**config.mk**
```make
export PLATFORM = sky130hd
export DESIGN_NAME = pipe_ctrl
export DESIGN_NICKNAME = d
export VERILOG_FILES = /design/src/rtl/pipe_ctrl_pkg.sv /design/src/rtl/pipe_ctrl_dec.sv /design/src/rtl/pipe_ctrl.sv
export SDC_FILE = /design/constraint.sdc
export NUM_CORES = 1
export LEC_CHECK = 0
export BUFFER_PORTS_ARGS = -buffer_cell sky130_fd_sc_hd__buf_2
export CORE_UTILIZATION = 47
export DETAILED_ROUTE_END_ITERATION = 12
export PLACE_DENSITY = 0.75
export SLEW_MARGIN = 30
export SYNTH_ARGS = -nofsm -noshare
export SYNTH_HDL_FRONTEND = slang
export SYNTH_SLANG_ARGS = --single-unit
```
**constraint.sdc**
```tcl
create_clock -name clk_i -period 3.5 [get_ports clk_i]
set_input_delay 0.7 -clock clk_i [delete_from_list [all_inputs] [get_ports clk_i]]
set_output_delay 0.7 -clock clk_i [all_outputs]
set_load 0.02 [all_outputs]
```
**src/rtl/pipe_ctrl_pkg.sv**
```systemverilog
// Shared opcodes and control-bundle types for the pipelined MIPS control unit.
// Optional PIPE_CTRL_BNE_EN adds the bne flag to the EX part of the bundle.
package pipe_ctrl_pkg;

    localparam logic [5:0] OP_RTYPE = 6'h00;
    localparam logic [5:0] OP_ADDI  = 6'h08;
    localparam logic [5:0] OP_SLTI  = 6'h0A;
    localparam logic [5:0] OP_LW    = 6'h23;
    localparam logic [5:0] OP_SW    = 6'h2B;
    localparam logic [5:0] OP_BEQ   = 6'h04;
    localparam logic [5:0] OP_BNE   = 6'h05;

    typedef struct packed {
        logic [5:0] aluOp;
        logic       aluSrc;
        logic       regDst;
        logic       branch;
`ifdef PIPE_CTRL_BNE_EN
        logic       bne;
`endif
    } exCtrl_t;

    typedef struct packed {
        logic memRead;
        logic memWrite;
    } memCtrl_t;

    typedef struct packed {
        logic regWrite;
        logic memToReg;
    } wbCtrl_t;

    // Each stage drops the sub-bundle it consumes, so MEM and WB carry only what follows them.
    typedef struct packed {
        logic     valid;
        exCtrl_t  ex;
        memCtrl_t mem;
        wbCtrl_t  wb;
    } ctrl_t;

    localparam ctrl_t CTRL_BUBBLE = '0;

endpackage

```
**src/rtl/pipe_ctrl_dec.sv**
```systemverilog
// Combinational opcode decode into the pipeline control bundle, plus rt-usage and illegal flags.
// With PIPE_CTRL_BNE_EN defined, opcode 0x05 decodes as bne; otherwise it is illegal.
module pipe_ctrl_dec
    import pipe_ctrl_pkg::*;
(
    input  logic [5:0] opcode,
    input  logic       instrValid,
    output ctrl_t      ctrl,
    output logic       usesRt,
    output logic       illegal
);

    always_comb begin
        // NOTE: every output gets its default first, so no path through the case can infer a latch.
        ctrl    = CTRL_BUBBLE;
        usesRt  = 1'b0;
        illegal = 1'b0;
        if (instrValid) begin
            ctrl.valid    = 1'b1;
            ctrl.ex.aluOp = opcode;
            case (opcode)
                OP_RTYPE: begin
                    ctrl.ex.regDst   = 1'b1;
                    ctrl.wb.regWrite = 1'b1;
                    usesRt           = 1'b1;
                end
                OP_ADDI, OP_SLTI: begin
                    ctrl.ex.aluSrc   = 1'b1;
                    ctrl.wb.regWrite = 1'b1;
                end
                OP_LW: begin
                    ctrl.ex.aluSrc   = 1'b1;
                    ctrl.wb.regWrite = 1'b1;
                    ctrl.mem.memRead = 1'b1;
                    ctrl.wb.memToReg = 1'b1;
                end
                OP_SW: begin
                    ctrl.ex.aluSrc    = 1'b1;
                    ctrl.mem.memWrite = 1'b1;
                    usesRt            = 1'b1;
                end
                OP_BEQ: begin
                    ctrl.ex.branch = 1'b1;
                    usesRt         = 1'b1;
                end
`ifdef PIPE_CTRL_BNE_EN
                OP_BNE: begin
                    ctrl.ex.branch = 1'b1;
                    ctrl.ex.bne    = 1'b1;
                    usesRt         = 1'b1;
                end
`endif
                default: begin
                    ctrl    = CTRL_BUBBLE;
                    illegal = 1'b1;
                end
            endcase
        end
    end

endmodule

```
**src/rtl/pipe_ctrl.sv**
```systemverilog
// Pipelined control unit: decodes IF/ID, carries controls through EX/MEM/WB, stalls on load-use, squashes on taken branch.
// Optional PIPE_CTRL_BNE_EN adds bne decode and the ex_bne_o output.
module pipe_ctrl
    import pipe_ctrl_pkg::*;
#(
    parameter int ALUOP_W = 8,
    parameter int REG_AW  = 5
) (
    input  logic               clk_i,
    input  logic               rst_i,
    input  logic [31:0]        instr_i,
    input  logic               instr_valid_i,
    input  logic               ex_br_taken_i,
    output logic               stall_o,
    output logic               flush_o,
    output logic               ex_valid_o,
    output logic [ALUOP_W-1:0] ex_alu_op_o,
    output logic               ex_alusrc_o,
    output logic               ex_regdst_o,
    output logic               ex_branch_o,
`ifdef PIPE_CTRL_BNE_EN
    output logic               ex_bne_o,
`endif
    output logic [REG_AW-1:0]  ex_rs_o,
    output logic [REG_AW-1:0]  ex_rt_o,
    output logic               mem_valid_o,
    output logic               mem_memread_o,
    output logic               mem_memwrite_o,
    output logic               wb_valid_o,
    output logic               wb_regwrite_o,
    output logic               wb_memtoreg_o,
    output logic [REG_AW-1:0]  wb_wraddr_o,
    output logic               illegal_o
);

    ctrl_t             decCtrl;
    logic              decUsesRt;
    logic              decIllegal;
    logic [REG_AW-1:0] decRs;
    logic [REG_AW-1:0] decRt;
    logic [REG_AW-1:0] decWrAddr;
    logic              unusedInstr;

    ctrl_t             exQ;
    logic [REG_AW-1:0] exRs;
    logic [REG_AW-1:0] exRt;
    logic [REG_AW-1:0] exWrAddr;
    logic              exIllegal;

    logic              memValid;
    memCtrl_t          memQ;
    wbCtrl_t           memWb;
    logic [REG_AW-1:0] memWrAddr;

    logic              wbValid;
    wbCtrl_t           wbQ;
    logic [REG_AW-1:0] wbWrAddr;

    logic              loadInEx;
    logic              useHit;
    logic              squash;

    pipe_ctrl_dec uDec (
        .opcode     (instr_i[31:26]),
        .instrValid (instr_valid_i),
        .ctrl       (decCtrl),
        .usesRt     (decUsesRt),
        .illegal    (decIllegal)
    );

    assign decRs       = REG_AW'(instr_i[25:21]);
    assign decRt       = REG_AW'(instr_i[20:16]);
    assign decWrAddr   = decCtrl.ex.regDst ? REG_AW'(instr_i[15:11]) : decRt;
    assign unusedInstr = ^instr_i[10:0];

    // Every decoded opcode reads rs, so a valid bundle implies rs is a live source.
    assign loadInEx = exQ.valid && exQ.mem.memRead && (exWrAddr != '0);
    assign useHit   = decCtrl.valid && ((decRs == exWrAddr) || (decUsesRt && (decRt == exWrAddr)));
    assign flush_o  = ex_br_taken_i;
    assign stall_o  = loadInEx && useHit && !ex_br_taken_i;
    assign squash   = stall_o || ex_br_taken_i;

    // NOTE: asynchronous reset clears every stage register, so nothing of a partial bundle survives.
    always_ff @(posedge clk_i or negedge rst_i) begin
        if (!rst_i) begin
            exQ       <= CTRL_BUBBLE;
            exRs      <= '0;
            exRt      <= '0;
            exWrAddr  <= '0;
            exIllegal <= 1'b0;
            memValid  <= 1'b0;
            memQ      <= '0;
            memWb     <= '0;
            memWrAddr <= '0;
            wbValid   <= 1'b0;
            wbQ       <= '0;
            wbWrAddr  <= '0;
        end else begin
            // A squashed wrong-path instruction must not raise illegal_o either.
            if (squash) begin
                exQ       <= CTRL_BUBBLE;
                exRs      <= '0;
                exRt      <= '0;
                exWrAddr  <= '0;
                exIllegal <= 1'b0;
            end else begin
                exQ       <= decCtrl;
                exRs      <= decCtrl.valid ? decRs : '0;
                exRt      <= decCtrl.valid ? decRt : '0;
                exWrAddr  <= decCtrl.valid ? decWrAddr : '0;
                exIllegal <= decIllegal;
            end
            memValid  <= exQ.valid;
            memQ      <= exQ.mem;
            memWb     <= exQ.wb;
            memWrAddr <= exWrAddr;
            wbValid   <= memValid;
            wbQ       <= memWb;
            wbWrAddr  <= memWrAddr;
        end
    end

    assign ex_valid_o     = exQ.valid;
    assign ex_alu_op_o    = ALUOP_W'(exQ.ex.aluOp);
    assign ex_alusrc_o    = exQ.ex.aluSrc;
    assign ex_regdst_o    = exQ.ex.regDst;
    assign ex_branch_o    = exQ.ex.branch;
`ifdef PIPE_CTRL_BNE_EN
    assign ex_bne_o       = exQ.ex.bne;
`endif
    assign ex_rs_o        = exRs;
    assign ex_rt_o        = exRt;
    assign illegal_o      = exIllegal;
    assign mem_valid_o    = memValid;
    assign mem_memread_o  = memQ.memRead;
    assign mem_memwrite_o = memQ.memWrite;
    assign wb_valid_o     = wbValid;
    assign wb_regwrite_o  = wbQ.regWrite;
    assign wb_memtoreg_o  = wbQ.memToReg;
    assign wb_wraddr_o    = wbWrAddr;

endmodule

```
# After elaboration in Yosys (flattened, before gate mapping)

Index checks and enable logic that the tools add are counted.

Input bits: 36
Logic and storage cells: 66
Register bits: 48

Mux-type cells: 21
Reductions and logical operators: 15
Equal/unequal tests: 7

Operators with widths:

| operator                                      | number |
|---|---|
| 2-to-1 mux 5 bit                              | 7 |
| 2-to-1 mux 14 bit                             | 2 |
| == test 6 x 4 -> 1 bit, second input constant | 2 |
| == test 6 bit, second input constant          | 2 |
| 2-to-1 mux 1 bit                              | 11 |
| == test 5 bit                                 | 2 |
| OR reduction 4 bit                            | 2 |
| 2-to-1 mux 7 bit                              | 1 |
| == test 6 x 3 -> 1 bit, second input constant | 1 |
| logical AND 1 bit                             | 6 |
| logical NOT 6 bit                             | 1 |
| OR reduction 6 bit                            | 1 |
| nonzero test 5 bit                            | 1 |
| OR reduction 3 bit                            | 1 |
| logical OR 1 bit                              | 2 |
| logical NOT 1 bit                             | 1 |

# Logic depth before layout (Yosys ltp)

Gate-level depths: netlist of run 1.

Depth in word-level cells: 11
Mapped depth: 6
Depth with buffers taken out: 5

# Modules after synthesis

A second synthesis of run 1 with hierarchy kept.

Cells, all modules: 179
Area total of the unflattened synthesis: 2063.2 um^2

Modules (own cells, without submodules):

| module        | area each (um^2) | times used | cells each |
|---|---|---|---|
| pipe_ctrl     | 1845.5           | 1          | 148 |
| pipe_ctrl_dec | 217.7            | 1          | 31 |

# Worst setup path after synthesis of run 1

Ideal clock, no wire load.

Path kind: input -> output
From: input instr_i[31]
To: output stall_o
Data arrival time: 2383 ps
Buffers on the path: 1
Required time: 2800 ps
Stages on the path: 6
Path slack: 417 ps
Cell sequence: or4_4 -> o21ai_2 -> nand3_2 -> a2111oi_4 -> buf_6 -> and2b_1

Word-level cells in the longest chain between the ends: 9

RTL lines:

| element                               | RTL line            | RTL |
|---|---|---|
| start, declared                       | pipe_ctrl.sv:11     | `input logic [31:0] instr_i,` |
| == test 6 bit (tied with other cells) | pipe_ctrl_dec.sv:21 | `case (opcode)` |
| OR reduction 3 bit (no source line)   | n/a                 |  |
| 2-to-1 mux 1 bit                      | pipe_ctrl_dec.sv:21 |  |
| 2-to-1 mux 1 bit                      | pipe_ctrl_dec.sv:18 | `if (instrValid) begin` |
| logical AND 1 bit                     | pipe_ctrl.sv:78     | `assign useHit = decCtrl.valid && ((decRs == exWrAddr) \|\| (decUsesRt && (decRt == exWrAddr)));` |
| logical OR 1 bit                      | pipe_ctrl.sv:78     |  |
| logical AND 1 bit (*)                 | pipe_ctrl.sv:78     |  |
| logical AND 1 bit (*) (2 in series)   | pipe_ctrl.sv:80     | `assign stall_o = loadInEx && useHit && !ex_br_taken_i;` |
| end, declared                         | pipe_ctrl.sv:14     | `output logic stall_o,` |

Every way passes the cells marked *; elsewhere a longest branch is shown, timed or not.

# Worst setup path after layout of run 1

Same ends and word-level chain as after synthesis.

==> results, run 1 <==
- The critical path data required time is 2.80 ns.
- The number of standard-cell rows in the floorplan is 22.
- The overall track demand over capacity in global routing is 19.1%.
- The die covers 4050 um2.
- During synthesis, Yosys emitted a total of 0 warnings.
- The completed layout was analyzed and its total power is 936 uW.
- The global-route wire length before repair is approximately 5700 um.
- The largest vdd supply drop is 216 uV.
- In this run the critical register-to-register path is launched from exWrAddr[1].
- For this run, the post-layout net count is 240.
- The clock tree root buffer cell is clkbuf_8.
- The synthesized flop and latch total is 46.
- Clock tree synthesis found a total of 46 sinks.
- 0 antenna diodes ended up in the layout.
- On the final layout, the worst hold slack is 0.351 ns.
- The worst setup path endpoint is stall_o.
- Leaving out fill and tap cells, the most frequent cells in the layout are buf_2 (57), dfrtp_1 (46), nor2_1 (22).
- The final worst setup slack is between 0.5 and 0.6 ns.
- The count of maximum capacitance violations is 0.
- The count of final max-slew check failures is 0.
- Once the floorplan was initialized, standard cells occupied 48.8% of the core.
- The post-CTS setup buffer count is 0.
- The number of buffers created by CTS is 5.
- The critical path start-end classification is in -> out.
- The total wire length after detailed routing is ~3400 um.
- After detailed routing, the average wire length per cell comes to 13.2 um.
- The maximum number of pins on one net before global-route repair is 47.
- The clock passes through at most 2 buffers.
- The final setup violation count is 0.
- The CTS clock-pin slew for the worst setup and hold paths is ~0.07 ns.
- The top flip-flop cell by instance count after synthesis is dfrtp_1.
- The number of buffers added on ports is 58.
- The mapped cell area is 1790 um2.
- The number of endpoints with negative hold slack in the final report is 0.
- Detailed placement finished with a half-perimeter wire length of 2360 um.
- The pin slew with the least headroom to its limit is approximately 0.55 ns.
- Between clock sinks in the finished design, the worst skew comes to 0.00679 ns.
- The library cell used most frequently in the layout, excluding fill and tap cells, is buf_2.
- The final weighted congestion in routability-driven placement is 0.757.
- The average cell area after synthesis is 12.1 um2.
- The violation count after the first detailed-routing iteration is 66.
- The clock period minus worst slack is around 3.0 ns.
- The fraction of layout cells with a size suffix above 1 is between 30 and 40%.
- The post-route fraction of the period consumed by the critical path is ~84%.
- For this run, the detailed router's first-pass iteration total came to 6.
- The analysis attributes to cell leakage a power of 1.23 nW.
- Synthesis handed over a netlist of 148 instances.
- In this run the count of I/O pins placed on the die edge is 72.
- Measured along the x axis, the die boundary spans 63.6 um.
- The H-tree generated during clock tree synthesis spans 2 levels.
- The endpoint identified for the worst register-to-register timing path is ex_branch_o.
- The sequential area share after synthesis is between 60 and 70%.
- The max-slew headroom at the worst pin is 63.3%.
- For the final routed database, the setup TNS stands at 0 ns.
- The post-route DRC violation count is 0.
- The count of placed standard cells including taps is 245.
- The count of distinct cell types in the synthesized netlist is 28.
- The detail route stage leaves a number of antenna-violating nets equal to 0.
- The cell count of the worst reg-to-reg path is 6.
- The number of global-route vias before repair is 1218.
- The count of cells in the finished layout, fillers not included, comes to 253.
- The cell area power density is 433 nW/um2.
- The core region is about 3700 um2.
- The pre-CTS setup slack is around 0.54 ns.
- Post-CTS repair changed the size of 0 cells.
- For the worst setup path, the data arrival time is 2.26 ns.
- Of all nets on the critical path, the largest fanout is 6.
- The number of antenna violations at the first check in global routing is 0.
- The startpoint kind of the worst setup timing path is an input port.
- The critical path capture point type is an output pin.
- The area used by sequential logic in the layout is approximately 1200 um2.
- The area growth from synthesis to final layout is 21.1%.
- In this run the register-to-register setup slack is between 1 and 1.5 ns.
- The mean number of vias per cell is 4.92.
- The routed layout has between 1000 and 1500 vias.
- Buffers inserted to repair hold after CTS numbered 0.
- The floorplan die height is 63.6 um.
- After global routing the overflow that remains totals 0.
- Static timing analysis puts the maximum clock frequency at 338 MHz.
- TritonCTS built the clock tree.
- The start point of the critical path is instr_i[31].
- Yosys mapped a number of flops with a built-in enable equal to 0.
- Summing all multi-input logic gate instances after layout gives 544 um2.
- Setup repair after global routing left no endpoint under its margin.
- The min-delay analysis places its worst path in the category reg -> reg.
- The clock reaches the later pin of the worst-skew pair after 0.30 ns.
- The run finished with clean final reports.
- After synthesis, the share of flip-flops with an asynchronous set or reset is 100%.
- Counting the fill cells in the layout gives 324.
synthesized netlist by cell type, types with 2 or more instances:
cell       n  share of area [%]
nand2b_1   3                1.1
xnor2_1    2               0.98
nand2_1   14                2.9
clkbuf_1   3               0.63
nor4_1    10                3.5
xor2_1     8                3.9
nor3_1     4                1.1
dfrtp_1   46                 64
buf_4     10                4.2
mux2i_1    6                3.4
nand3_1    2               0.56
a21oi_1    3               0.84
nor2_1    22                4.6
flip-flops by register name, summed over array words and instances (netlist names), 3 cells and up:
register,count
exQ,3
exWrAddr,5
ex_alu_op_o,6
ex_rs_o,5
ex_rt_o,5
memWrAddr,5
wb_wraddr_o,5
final cells by class:
class                   instances  share of cell area [%]
repair buffers                 61                    14.6
clock buffers                   7                    3.99
flip-flops and latches         46                    53.2
clock inverters                 1                   0.231
well taps                      48                    2.78
multi-input cells              90                    25.2
worst max-delay path: stages:
cell       delay [ns]
buf_2            0.13
or4_4            0.55
o21ai_2          0.08
nand3_2          0.09
a2111oi_4        0.38
and2b_1          0.16
buf_2            0.15
per-stage QoR:
step / util, % / instance area, um2
global route: 59.1 / 2160
detailed placement: 56.5 / 2070
global placement: 56.5 / 2070
floorplan: - / 1790
CTS: 59.0 / 2160
finish: 59.1 / 2160
power breakdown:
group          switching (mW)  internal [mW]
sequential            0.00192          0.536
combinational          0.0469         0.0258
clock                   0.166          0.159
total                   0.215          0.721
worst min path at each step:
| stage | end | slack, ns | depth (start not counted) | start |
|---|---|---|---|---|
| 2_1_floorplan | memWb[1] | 0.33 | 0 | exQ[1] |
| 3_3_place_gp | wb_wraddr_o[4] | 0.33 | 0 | memWrAddr[4] |
| 3_5_place_dp | mem_memwrite_o | 0.33 | 0 | exQ[2] |
| 4_1_cts | mem_memwrite_o | 0.35 | 0 | exQ[2] |
| 5_1_grt | wb_wraddr_o[3] | 0.36 | 0 | memWrAddr[3] |
| 6_report | mem_memwrite_o | 0.35 | 0 | exQ[2] |
per-layer routing:
layer | part of all wire [%] | vias up | track usage, %
met5 | 0 | - | 0
met4 | 3.2 | 0 | 10.2
met3 | 5.5 | 11 | 6.34
met2 | 47 | 45 | 28.7
met1 | 45 | 594 | 24.2
li1 | - | 596 | -
logic make-up after synthesis:
group                     count (synthesis)  share of synthesized area [%]
and+or+nand+nor                          66                           18.7
DFF                                      46                           64.5
buffers and inverters                    14                           5.47
xor gates and xnor gates                 10                           4.91
muxes                                     6                           3.36
AOI/OAI and AO/OA                         5                           2.87
other                                     1                          0.210
No activity file was read; power rests on OpenSTA's default activity.
==> inputs of run 2 (changes only) <==
- CORE_UTILIZATION: 47 -> 43
- PLACE_DENSITY: 0.75 -> 0.72
- clock period: 3.5 -> 2.6 ns (I/O delays scaled with it)
==> results, run 2 (synthesis results as in run 1) <==
- The net count of the finished layout is 248.
- The die outline area is 4410 um2.
- The destination of the worst register-to-register timing path is ex_branch_o.
- For this block, the initial DRC count from the detailed router was 76.
- The critical path capture point type is an output pin.
- For this configuration, the core starts out at a cell density of 44.6%.
- Compared with the post-synthesis result, the final layout area differs by 27.6%.
- In the final routed layout, each cell accounts on average for 12.9 um.
- The worst path uses 98.7% of the clock period.
- The critical path start-end classification is in -> out.
- The hold-fix buffer count after cts is 0.
- The clock net sink count is 46.
- The CTS clock-pin slew for the worst setup and hold paths is 0.09 ns.
- The number of antenna violations at the first check in global routing came to 0.
- Buffers placed on the I/O ports in this run total 58.
- The completed layout was analyzed and its total power is approximately 1.4 mW.
- The clock tree root buffer cell is clkbuf_8.
- On the final layout, the worst hold slack is 0.291 ns.
- The most common cell after layout, fill and taps aside is buf_2.
- At the worst endpoint, the arrival time is 2.05 ns.
- At the end of routability-driven placement, the weighted congestion stood at 0.823.
- Headroom to the max-slew limit came out at a little over three fifths.
- Static timing analysis puts the maximum clock frequency at 390 MHz.
- The run finished, with violations left.
- The depth of the CTS H-tree is 2.
- The clock passes through at most 2 buffers.
- In this run the power density over the cells is 594 nW/um2.
- STA puts the critical path data required time at around 2.1 ns.
- The die is 66.4 um wide.
- The total grt overflow is 0.
- Across every metal layer, demand over resource in global routing totals ~17%.
- The number of cells on the worst reg-to-reg path is 6.
- The start of the worst register-to-register path is exWrAddr[0].
- For this design the static power due to leakage is 1.28 nW.
- The later pin in the worst-skew pair is clocked with a latency of roughly 0.3 ns.
- The final setup skew is 0.00757 ns.
- The count of final max-slew check failures is 0.
- IR analysis of the VDD net gives a maximum drop of between 200 and 300 uV.
- The die is 66.4 um tall.
- The count of maximum capacitance violations is 0.
- Following the worst setup path forward leads to its endpoint at stall_o.
- The final reports fail on design-rule violations.
- The final non-filler cell total is 263.
- The number of routed nets with antenna violations is 0.
- The number of buffers created by CTS is 5.
- The first global-routing pass estimated 5310 um of wire.
- The number of antenna diodes in the final layout is 0.
- The clock period minus worst slack is 2.57 ns.
- The count of placed standard cells including taps is roughly 250.
- The number of ports placed on the die boundary is 72.
- The final setup violation count is 0.
- The worst setup path is launched from an input port.
- The mean number of vias per cell is about 4.7.
- The final cell utilization of the core is 57.0%.
- The flop-to-flop setup slack is 0.62 ns.
- The floorplan has 23 rows.
- The flip-flop count of the largest register after layout is 6.
- Before antenna repair, the detailed router went through 8 iterations.
- The worst hold path belongs to the class in -> async.
- The post-route DRC violation count is 2.
- Leaving out fill and tap cells, the most frequent cells in the layout are buf_2 (56), dfrtp_1 (45), nor2_1 (22).
- The core region is 4000 um2.
- The total wire length after detailed routing is between 3000 and 4000 um.
- The total vias in the final route is around 1200.
- Tracing the worst setup path back leads to its startpoint at instr_i[27].
- Setup repair after global routing could not meet its margin everywhere.
- The number of global-route vias before repair is 1170.
- The peak fanout along the critical path is 3.
- The post-route setup TNS is 0 ns.
- Detailed placement finished with a half-perimeter wire length of 2330 um.
- The maximum number of pins on one net before global-route repair is 47.
- At the pin with the least slew margin, the transition time is 0.551 ns.
- The clock tree from TritonCTS is built.
- The number of endpoints with negative hold slack in the final report is 0.
- The fraction of layout cells with a size suffix above 1 is 40.8%.
## run 2: worst max-delay path, stage by stage
cell and delay [ns]:
buf_6 0.09, or4_4 0.54, o21ai_2 0.09, nand3_2 0.11, a2111oi_4 0.39, and2b_2 0.20, buf_6 0.11
## run 2: metal layers
metal / GRT usage (%) / part of all wire [%] / up-vias
met5: 0 / 0 / -
met4: 7.98 / 1.6 / 0
met3: 5.34 / 5.3 / 4
met2: 28.6 / 51 / 45
met1: 19.8 / 42 / 589
li1: - / - / 610
## run 2: power by group
part           total [mW]  switching (mW)  internal, mW
clock network       0.523           0.237         0.286
logic               0.106          0.0659        0.0405
registers           0.724         0.00221         0.722
total                1.35           0.305          1.05
## run 2: stage by stage
stage,setup slack (ns),instance area [um2]
floorplan,-0.0440,1790
global placement,0.0550,2100
detailed placement,0.0506,2100
CTS,0.0151,2220
global route,-0.0111,2280
finish,0.0333,2280
## run 2: layout make-up
type,count,area [um2]
clock inverter,3,45.0
clock buffer,5,68.8
tap,50,62.6
fill,354,1720
sequential,46,1150
multi-input combinational,90,564
timing repair buffer,69,385
## run 2: worst min-delay path by stage
stage / endpoint / slack [ns] / depth (start not counted)
2_1_floorplan: exQ[1] / 0.22 / 0
3_3_place_gp: memWb[1] / 0.33 / 0
3_5_place_dp: wb_regwrite_o / 0.33 / 0
4_1_cts: exWrAddr[0] / 0.30 / 2
5_1_grt: exWrAddr[0] / 0.34 / 2
6_report: ex_alusrc_o / 0.29 / 2
## run 2: what timing repair did
| item | in CTS | in global routing |
|---|---|---|
| resized for setup | 1 | 6 |
| cloned | 0 | 0 |
| setup endpoints to repair | 1 | 1 |
| pin swaps | 0 | 7 |
| hold endpoints to repair | 0 | 0 |
| setup buffers | 0 | 4 |
==> inputs of run 3 (changes only) <==
- CORE_ASPECT_RATIO: unset -> 0.75
==> results, run 3 (synthesis results as in run 1) <==
- Summed over all layers, the routed wires come to around 3300 um.
- The largest vdd supply drop is roughly 400 uV.
- The total core area is approximately 3800 um2.
- Measured along the x axis, the die boundary spans about 76 um.
- In the final routed layout, each cell accounts on average for 12.4 um.
- The fraction of layout cells with a size suffix above 1 is 40.1%.
- The critical path's slowest cell is or4_4.
- The post-route DRC violation count is 0.
- Entering global routing, the biggest net connects 28 pins.
- The first global-routing pass estimated roughly 5300 um of wire.
- The pin slew with the least headroom to its limit is 0.522 ns.
- The post-route fraction of the period consumed by the critical path is 98.8%.
- The final weighted congestion in routability-driven placement is 0.760.
- In this run the critical register-to-register path is captured at ex_branch_o.
- Setup violations remaining at the end of the flow were counted as 0.
- Setup repair after global routing could not meet its margin everywhere.
- The start of the worst register-to-register path is exWrAddr[2].
- The register with the most flip-flops in the layout has 6 of them.
- The flop-to-flop setup slack is 0.53 ns.
- The clock period could shrink to 2.57 ns.
- For this block, the via count after detailed routing is ~1300.
- The count of maximum capacitance violations is 0.
- The cell count of the worst reg-to-reg path is 8.
- The critical path goes through buf_2 -> or4_4 -> o21ai_2 -> nand3_4 -> a2111oi_4 -> and2b_2 -> buf_6.
- The number of endpoints with negative hold slack in the final report is 0.
- The floorplan die height is 57.8 um.
- The maximum achievable frequency is 389 MHz.
- Row generation in the floorplan step produced 19 rows.
- The area growth from synthesis to final layout is 28.5%.
- The detail route stage leaves a number of antenna-violating nets equal to 0.
- The largest delay contributor family on the critical path is simple AND/OR/NAND/NOR gates.
- The final setup skew is just under 0.008 ns.
- The total grt overflow is 0.
- For this run, the post-layout net count is 252.
- Port buffering added 58 buffers.
- The max-slew headroom at the worst pin is between 60% and 70%.
- The final-layout fill cell count is 337.
- After clock tree synthesis, the flow added hold-fix buffers numbering 0.
- The number of buffers and inverters on the critical path is 2.
- At the later pin of the worst-skew pair, clock insertion delay measures 0.29 ns.
- Summed over all cells, the static leakage comes to 1.30 nW.
- Summing all flip-flop and latch instances after layout gives 1150 um2.
- Before antenna repair, the detailed router went through 6 iterations.
- The depth of the CTS H-tree is 2.
- The tree is rooted in a clkbuf_8.
- The clock tree from TritonCTS is built.
- The count of final max-slew check failures came to 0.
- The worst hold-check path type is in -> async.
- The number of buffers created by CTS is 5.
- The repair_antennas step left the layout with diodes totalling 0.
- The maximum root-to-sink buffer count is 2.
- The die outline area is 4420 um2.
- The clock net sink count is 46.
- Detailed placement finished with a half-perimeter wire length of roughly 2300 um.
- For this block, the initial DRC count from the detailed router was 36.
- For this design the ratio of total power to cell area is 584 nW/um2.
- The run finished with clean final reports.
- In this design, the stage delay of the slowest critical-path cell is 0.54 ns.
- On the final layout, the worst hold slack is 0.191 ns.
- Global routing used 16.0% of the available tracks.
- The worst setup path is of the in -> out kind.
- The CTS clock-pin slew for the worst setup and hold paths is around 0.080 ns.
- 72 I/O pins were placed.
- The startpoint kind of the worst setup timing path is an input port.
- The library cells used most frequently in the layout, excluding fill and tap cells, are buf_2 (57), dfrtp_1 (46), nor2_1 (22).
- The number of antenna violations at the first check in global routing is 0.
- The area of the multi-input gates is ~560 um2.
- The post-route setup TNS is 0 ns.
- The initial utilization of the core area, before any placement, comes to 46.9%.
- The critical path data required time is 2.08 ns.
- The number of global-route vias before repair came to ~1200.
- The arrival time at the worst endpoint is 2.05 ns.
- The mean number of vias per cell is 4.70.
- In this run the worst path has a maximum fanout of 3.
- The critical path capture point type is an output pin.
- The most common cell after layout, fill and taps aside is buf_2.
[run 3: per-stage QoR]
stage / util (%) / power (mW) / instances / area, um2 / setup slack [ns]
2_1_floorplan: - / 0.785 / 150 / 1790 / -0.0440
3_3_place_gp: 55.5 / 0.840 / 254 / 2110 / 0.0758
3_5_place_dp: 55.5 / 0.841 / 254 / 2110 / 0.0737
4_1_cts: 58.8 / 1.35 / 264 / 2240 / 0.0271
5_1_grt: 60.3 / 1.40 / 269 / 2290 / -0.111
6_report: 60.3 / 1.34 / 269 / 2290 / 0.0321
[run 3: worst max-delay path by stage]
stage,start,to,cells past startpoint
after CTS,exWrAddr[4],stall_o,7
after global placement,instr_i[31],stall_o,7
after detailed placement,instr_i[31],stall_o,7
after global routing,exWrAddr[0],stall_o,7
after floorplan,instr_i[31],stall_o,6
final,instr_i[31],stall_o,7
[run 3: where the power goes]
part / total [mW] / internal [mW] / switching (mW) / leakage [nW]
Clock: 0.510 / 0.286 / 0.224 / 0.0514
Sequential: 0.724 / 0.722 / 0.00229 / 0.638
Combinational: 0.105 / 0.0393 / 0.0660 / 0.609
Total: 1.34 / 1.05 / 0.292 / 1.30
[run 3: cell type report]
type	count	area share, %
Timing Repair Buffer	73	17.8
Tap cell	52	2.84
Clock inverter	2	1.64
Multi-Input combinational cell	90	24.4
Sequential cell	46	50.2
Clock buffer	6	3.16
[run 3: what timing repair did]
| action | CTS | global route |
|---|---|---|
| setup buffers | 2 | 5 |
| endpoints found under the setup margin | 1 | 1 |
| hold endpoints to repair | 0 | 0 |
| pin swaps | 0 | 3 |
| gates resized for setup | 0 | 4 |
[run 3: routing by layer]
metal  part of all wire (%)  wire [um]  global-route usage (%)
met4                    1.6         54                    6.87
met2                     46       1540                    24.5
met5                      0          0                       0
met3                    6.3        209                    4.88
met1                     46       1540                    21.5
